[config.mk]
export PLATFORM = sky130hd
export DESIGN_NAME = regwrite_trace_buffer
export DESIGN_NICKNAME = d
export VERILOG_FILES = /design/src/rtl/regwrite_trace_buffer_pkg.sv /design/src/rtl/regwrite_trace_buffer_fifo.sv /design/src/rtl/regwrite_trace_buffer.sv
export SDC_FILE = /design/constraint.sdc
export NUM_CORES = 2
export LEC_CHECK = 0
export BUFFER_PORTS_ARGS = -buffer_cell sky130_fd_sc_hd__buf_2
export CAP_MARGIN = 20
export CORE_MARGIN = 5
export CORE_UTILIZATION = 50
export DETAILED_ROUTE_END_ITERATION = 12
export PLACE_DENSITY = 0.71
export SLEW_MARGIN = 20
export SYNTH_ARGS = -nofsm -noshare
export SYNTH_HDL_FRONTEND = slang
export SYNTH_HIERARCHICAL = 1
export SYNTH_SLANG_ARGS = --single-unit
[constraint.sdc]
create_clock -name clock -period 10.36 [get_ports clock]
set_clock_uncertainty 0.05 [all_clocks]
set_input_delay 2.072 -clock clock [delete_from_list [all_inputs] [get_ports clock]]
set_output_delay 2.072 -clock clock [all_outputs]
set_load 0.1 [all_outputs]
[src/rtl/regwrite_trace_buffer_pkg.sv]
// regwrite_trace_buffer_pkg: shared widths, record layout and FSM encoding for the trace buffer
package regwrite_trace_buffer_pkg;
  localparam int DATA_WIDTH_DEF  = 32;
  localparam int REG_AW_DEF      = 5;
  localparam int CYCLE_WIDTH_DEF = 16;
  localparam int DEPTH_DEF       = 64;
  typedef enum logic [1:0] {
    IDLE    = 2'd0,
    WAIT    = 2'd1,
    CAPTURE = 2'd2,
    DONE    = 2'd3
  } state_t;
  function automatic int rec_width(int cw, int aw, int dw);
    return cw + aw + dw;
  endfunction
endpackage

[src/rtl/regwrite_trace_buffer_fifo.sv]
// regwrite_trace_buffer_fifo: FWFT sync FIFO with flush and optional overwrite of the oldest entry
module regwrite_trace_buffer_fifo #(
  parameter int WIDTH = 8,
  parameter int DEPTH = 4,
  parameter int PTR_W = $clog2(DEPTH)
) (
  input  logic             clock,
  input  logic             reset,
  input  logic             flush,
  input  logic             push,
  input  logic             pop,
  input  logic             overwrite_oldest,
  input  logic [WIDTH-1:0] wdata,
  output logic [WIDTH-1:0] rdata,
  output logic [PTR_W:0]   count,
  output logic             lost
);
  logic [WIDTH-1:0] mem [DEPTH];
  logic [PTR_W-1:0] wptr, rptr;
  logic full, empty, do_pop, do_push, adv;
  always_comb begin
    full = count == (PTR_W+1)'(DEPTH);
    empty = count == '0;
    do_pop = pop && !empty;
    do_push = push && (!full || do_pop || overwrite_oldest);
    // head also moves when a full buffer overwrites its oldest entry
    adv = do_pop || (do_push && full);
    lost = push && full && !do_pop;
    rdata = empty ? '0 : mem[rptr];
  end
  always_ff @(posedge clock) begin
    if (reset || flush) begin
      wptr <= '0;
      rptr <= '0;
      count <= '0;
    end else begin
      if (do_push) wptr <= wptr + 1'b1;
      if (adv) rptr <= rptr + 1'b1;
      count <= count + (PTR_W+1)'(do_push) - (PTR_W+1)'(adv);
    end
  end
  always_ff @(posedge clock) begin
    if (do_push) mem[wptr] <= wdata;
  end
endmodule

[src/rtl/regwrite_trace_buffer.sv]
// regwrite_trace_buffer: timestamps nonzero-register writebacks inside an armed capture window
module regwrite_trace_buffer
  import regwrite_trace_buffer_pkg::*;
#(
  parameter int DATA_WIDTH  = DATA_WIDTH_DEF,
  parameter int REG_AW      = REG_AW_DEF,
  parameter int CYCLE_WIDTH = CYCLE_WIDTH_DEF,
  parameter int DEPTH       = DEPTH_DEF,
  parameter int PTR_W       = $clog2(DEPTH)
) (
  input  logic                   clock,
  input  logic                   reset,
  input  logic                   arm,
  input  logic                   mode_wrap,
  input  logic [CYCLE_WIDTH-1:0] start_cycle,
  input  logic [CYCLE_WIDTH-1:0] num_cycles,
  input  logic                   mon_we,
  input  logic [REG_AW-1:0]      mon_rd,
  input  logic [DATA_WIDTH-1:0]  mon_data,
  output logic                   out_valid,
  input  logic                   out_ready,
  output logic [CYCLE_WIDTH-1:0] out_cycle,
  output logic [REG_AW-1:0]      out_rd,
  output logic [DATA_WIDTH-1:0]  out_data,
  output logic [PTR_W:0]         count,
  output logic                   overflow,
  output logic                   done
);
  localparam int RW = rec_width(CYCLE_WIDTH, REG_AW, DATA_WIDTH);
  state_t state;
  logic [CYCLE_WIDTH-1:0] cycle_cnt, win_cnt;
  logic [RW-1:0] rdata;
  logic in_win, last, push, lost;
  always_comb begin
    // the start cycle itself is captured while the FSM still reads WAIT
    in_win = state == CAPTURE || (state == WAIT && cycle_cnt == start_cycle);
    last = in_win && num_cycles != '0 && win_cnt + 1'b1 == num_cycles;
    push = in_win && mon_we && mon_rd != '0 && !arm;
  end
  always_ff @(posedge clock) begin
    if (reset) begin
      state <= IDLE;
      cycle_cnt <= '0;
      win_cnt <= '0;
      overflow <= 1'b0;
      done <= 1'b0;
    end else if (arm) begin
      state <= WAIT;
      cycle_cnt <= '0;
      win_cnt <= '0;
      overflow <= 1'b0;
      done <= 1'b0;
    end else begin
      if (state != IDLE) cycle_cnt <= cycle_cnt + 1'b1;
      if (in_win) begin
        win_cnt <= win_cnt + 1'b1;
        state <= last ? DONE : CAPTURE;
        done <= last;
      end
      if (lost) overflow <= 1'b1;
    end
  end
  regwrite_trace_buffer_fifo #(.WIDTH(RW), .DEPTH(DEPTH), .PTR_W(PTR_W)) fifo (
    .clock(clock),
    .reset(reset),
    .flush(arm),
    .push(push),
    .pop(out_ready),
    .overwrite_oldest(mode_wrap),
    .wdata({cycle_cnt, mon_rd, mon_data}),
    .rdata(rdata),
    .count(count),
    .lost(lost)
  );
  assign out_valid = count != '0;
  assign {out_cycle, out_rd, out_data} = rdata;
endmodule

==> results.cfg <==
[run_status]
outcome = completed

[final_layout]
combined_area_of_the_multi_input_logic_cells_um2 = 28500
post_route_cells_drive_above_1_share = 0.288
fillerInstances = 18900
area_growth_syn_to_layout_pct = 12.6
ff_latch_area_um2 = 103000
final_net_count = 6310

[sta]
hold_viol = 0
fin_crit_ps = 7590
worstMarginPinSlew_ps = 1180
post-route-period-util = 0.733
finalSetupViolations = 0
totalNegativeSetupSlack_ps = 0
rsz0062_at_grt = false
fmaxAchievable_mhz = 132
final.hold.worst_slack_ps = 432
final-max-slew-violation-count = 0
worst_slew_margin_rel = 0.215

[yosys]
post-synth-top-area-cell = edfxtp_1
yosys-top-cells-area = edfxtp_1 (77%), mux4_2 (16%), dfxtp_1 (0.92%), mux2i_1 (0.82%), nand2_1 (0.50%)
postSynthCellCount = 5837
yosys_register_bits = 3453
synth.net_count = 5926
asyncSetResetFlopFracSynth = 0
ys_seq_area_frac = 0.776
netlist-cell-type-count = 70
synth_edf_count = 3392
ys_top_cells_by_count = edfxtp_1 (3,392), mux4_2 (924), nand2_1 (177)
synth_ff_type = edfxtp_1
post_synth.cell_area_avg_um2 = 22.7
yosysMostFrequentCell = edfxtp_1
synthesis.area_um2 = 133000
synth_largest_type_area_fraction = 0.767
yosys_warnings = 6

[place]
place.port_buffers = 137
gpl.final_weighted_congestion = 0.878
dp.final_hpwl_um = 204000

[detailed_routing]
drt_drc_violations_left = 0
via_total_after_detailed_routing = 66500
initialDrtViolationCount = 10600
wl_per_cell_um = 36.3
route.antenna.remaining_nets = 0
route.final.wire_length_um = 364000
firstDrtPassIters = 5
vias_per_cell = 6.63

[worst_setup_path]
worst-endpoint-arrival_ps = 5470
setup.worst_path.end_class = output pin
timing.reg2reg.setup_slack_ps = 4190
critical_path_peak_fanout = 37
cp_data_required_time_ps = 8240
cp-start-kind = flop
critical_path_class = reg2out

[floorplan]
floorplan.io_pins = 138
starting_density_of_the_core = 0.501
fp.dieArea_um2 = 276000
floorplan.die.width_um = 525
die_y_um = 525
floorplan.rows = 189
fp.coreArea_um2 = 265000

[clock_network]
worst_setup_hold_path_clk_slew_ps = 60
clockRootBuffer = clkbuf_16
cts.repair.resized = 0
maximum_buffer_depth_of_the_clock_tree = 4
cts_made_buffers = 354
clkLatencyLatePin_ps = 950
h_tree_level_count = 5
cts_hold_buf = 0
tritoncts = built
tritoncts_num_sinks = 3453
number_of_post_cts_setup_repair_buffers = 0

[global_route]
grt_overflow = 0
grt_antenna_before_repair = 21
first_global_vias = 66400
globalRouteTotalUtil = 0.262
grt_pass1_wl_um = 512000
maximum_number_of_pins_on_one_net_before_global_route_repair = 118

[run]
cap_viol_max_count = 0

[power]
worst_ir_drop_vdd_v = 0.000324
cellPowerDensity_nw_per_um2 = 213
p_leak_nw = 44.6

[min_path]
min_delay_path_class = reg2reg
## path summary, 6_finish.rpt
path / startpoint / end / cells past startpoint
worst max register to register: cycle_cnt[6] / fifo/mem[21][11] / 12
worst min-delay path: overflow / overflow / 2
worst min register to register: overflow / overflow / 2
worst max-delay path: flop / out_data[9] / 8
## area by class of cell
| class | count | share of cell area |
|---|---|---|
| sequential | 3453 | 0.690 |
| multi-input combinational | 2052 | 0.191 |
| clock buffer | 417 | 0.0615 |
| tap | 3533 | 0.0296 |
| timing repair buffer | 337 | 0.0178 |
| clock inverter | 191 | 0.00987 |
| inverter | 23 | 0.000653 |
| antenna | 18 | 0.000301 |
## worst max-delay path, cell delays in order, from the launching register on
cell     delay, ps
dfxtp_4        830
buf_4          610
buf_4          640
mux4_2         320
nand2_1         60
a31oi_1        830
a21oi_1        180
a21oi_1        440
buf_2          520
## state kept, by name, summed over array words and instances (netlist names), named ones only
name and count:
cycle_cnt 16, done 1, fifo/count 7, fifo/mem 3392, fifo/rptr 6, fifo/wptr 6
overflow 1, state 2, win_cnt 16
## cells in the final DEF (no fill, tap or decap), types with 37 or more instances in the layout
cell type,Yosys,routed
nand3_1,37,37
nor2_1,158,84
dfxtp_1,61,39
clkinv_1,0,92
a22oi_1,42,42
nor2_4,0,67
buf_4,68,176
a211oi_1,59,58
mux4_2,924,924
buf_2,109,126
clkbuf_16,0,357
mux2i_1,109,109
o21ai_0,38,37
clkbuf_1,86,56
clkinv_2,0,54
a21oi_1,84,84
edfxtp_1,3392,3392
nand2_1,177,174
## power breakdown
group          switching, mW  internal [mW]  total [mW]
clock network           5.11           6.82        11.9
registers             0.0476           15.3        15.3
logic                   3.22           1.34        4.57
## kinds of logic (layout without fill, tap and decap cells)
logic type      count (synthesis)  in the layout  synth area share
fa+ha+maj                      14             14           0.00138
mux                          1053           1053             0.167
xor+xnor                       64             64           0.00422
simple gates                  547            547            0.0195
other cells                     0             18                 0
buf+inv                       332            968            0.0131
compound gates                374            374            0.0188
flops                        3453           3453             0.776
## per-layer routing
layer	track usage	part of all wire	wire [um]
met2	0.397	0.46	168000
met5	0	0.00015	55
met4	0.105	0.047	17000
met1	0.361	0.36	131000
met3	0.0769	0.13	48300
## per-stage QoR
step | cell area [um2] | setup WS, ps | utilization | power, mW | std cells
after floorplan | 133000 | 2960 | - | 18.8 | 5837
after global placement | 139000 | 3240 | 0.523 | 20.1 | 9390
after detailed placement | 139000 | 3130 | 0.524 | 20.2 | 9395
after CTS | 149000 | 2670 | 0.564 | 31.9 | 10000
after global routing | 149000 | 2540 | 0.564 | 32.7 | 10000
final | 150000 | 2770 | 0.565 | 31.8 | 10000
No activity file was read; power rests on OpenSTA's default activity.
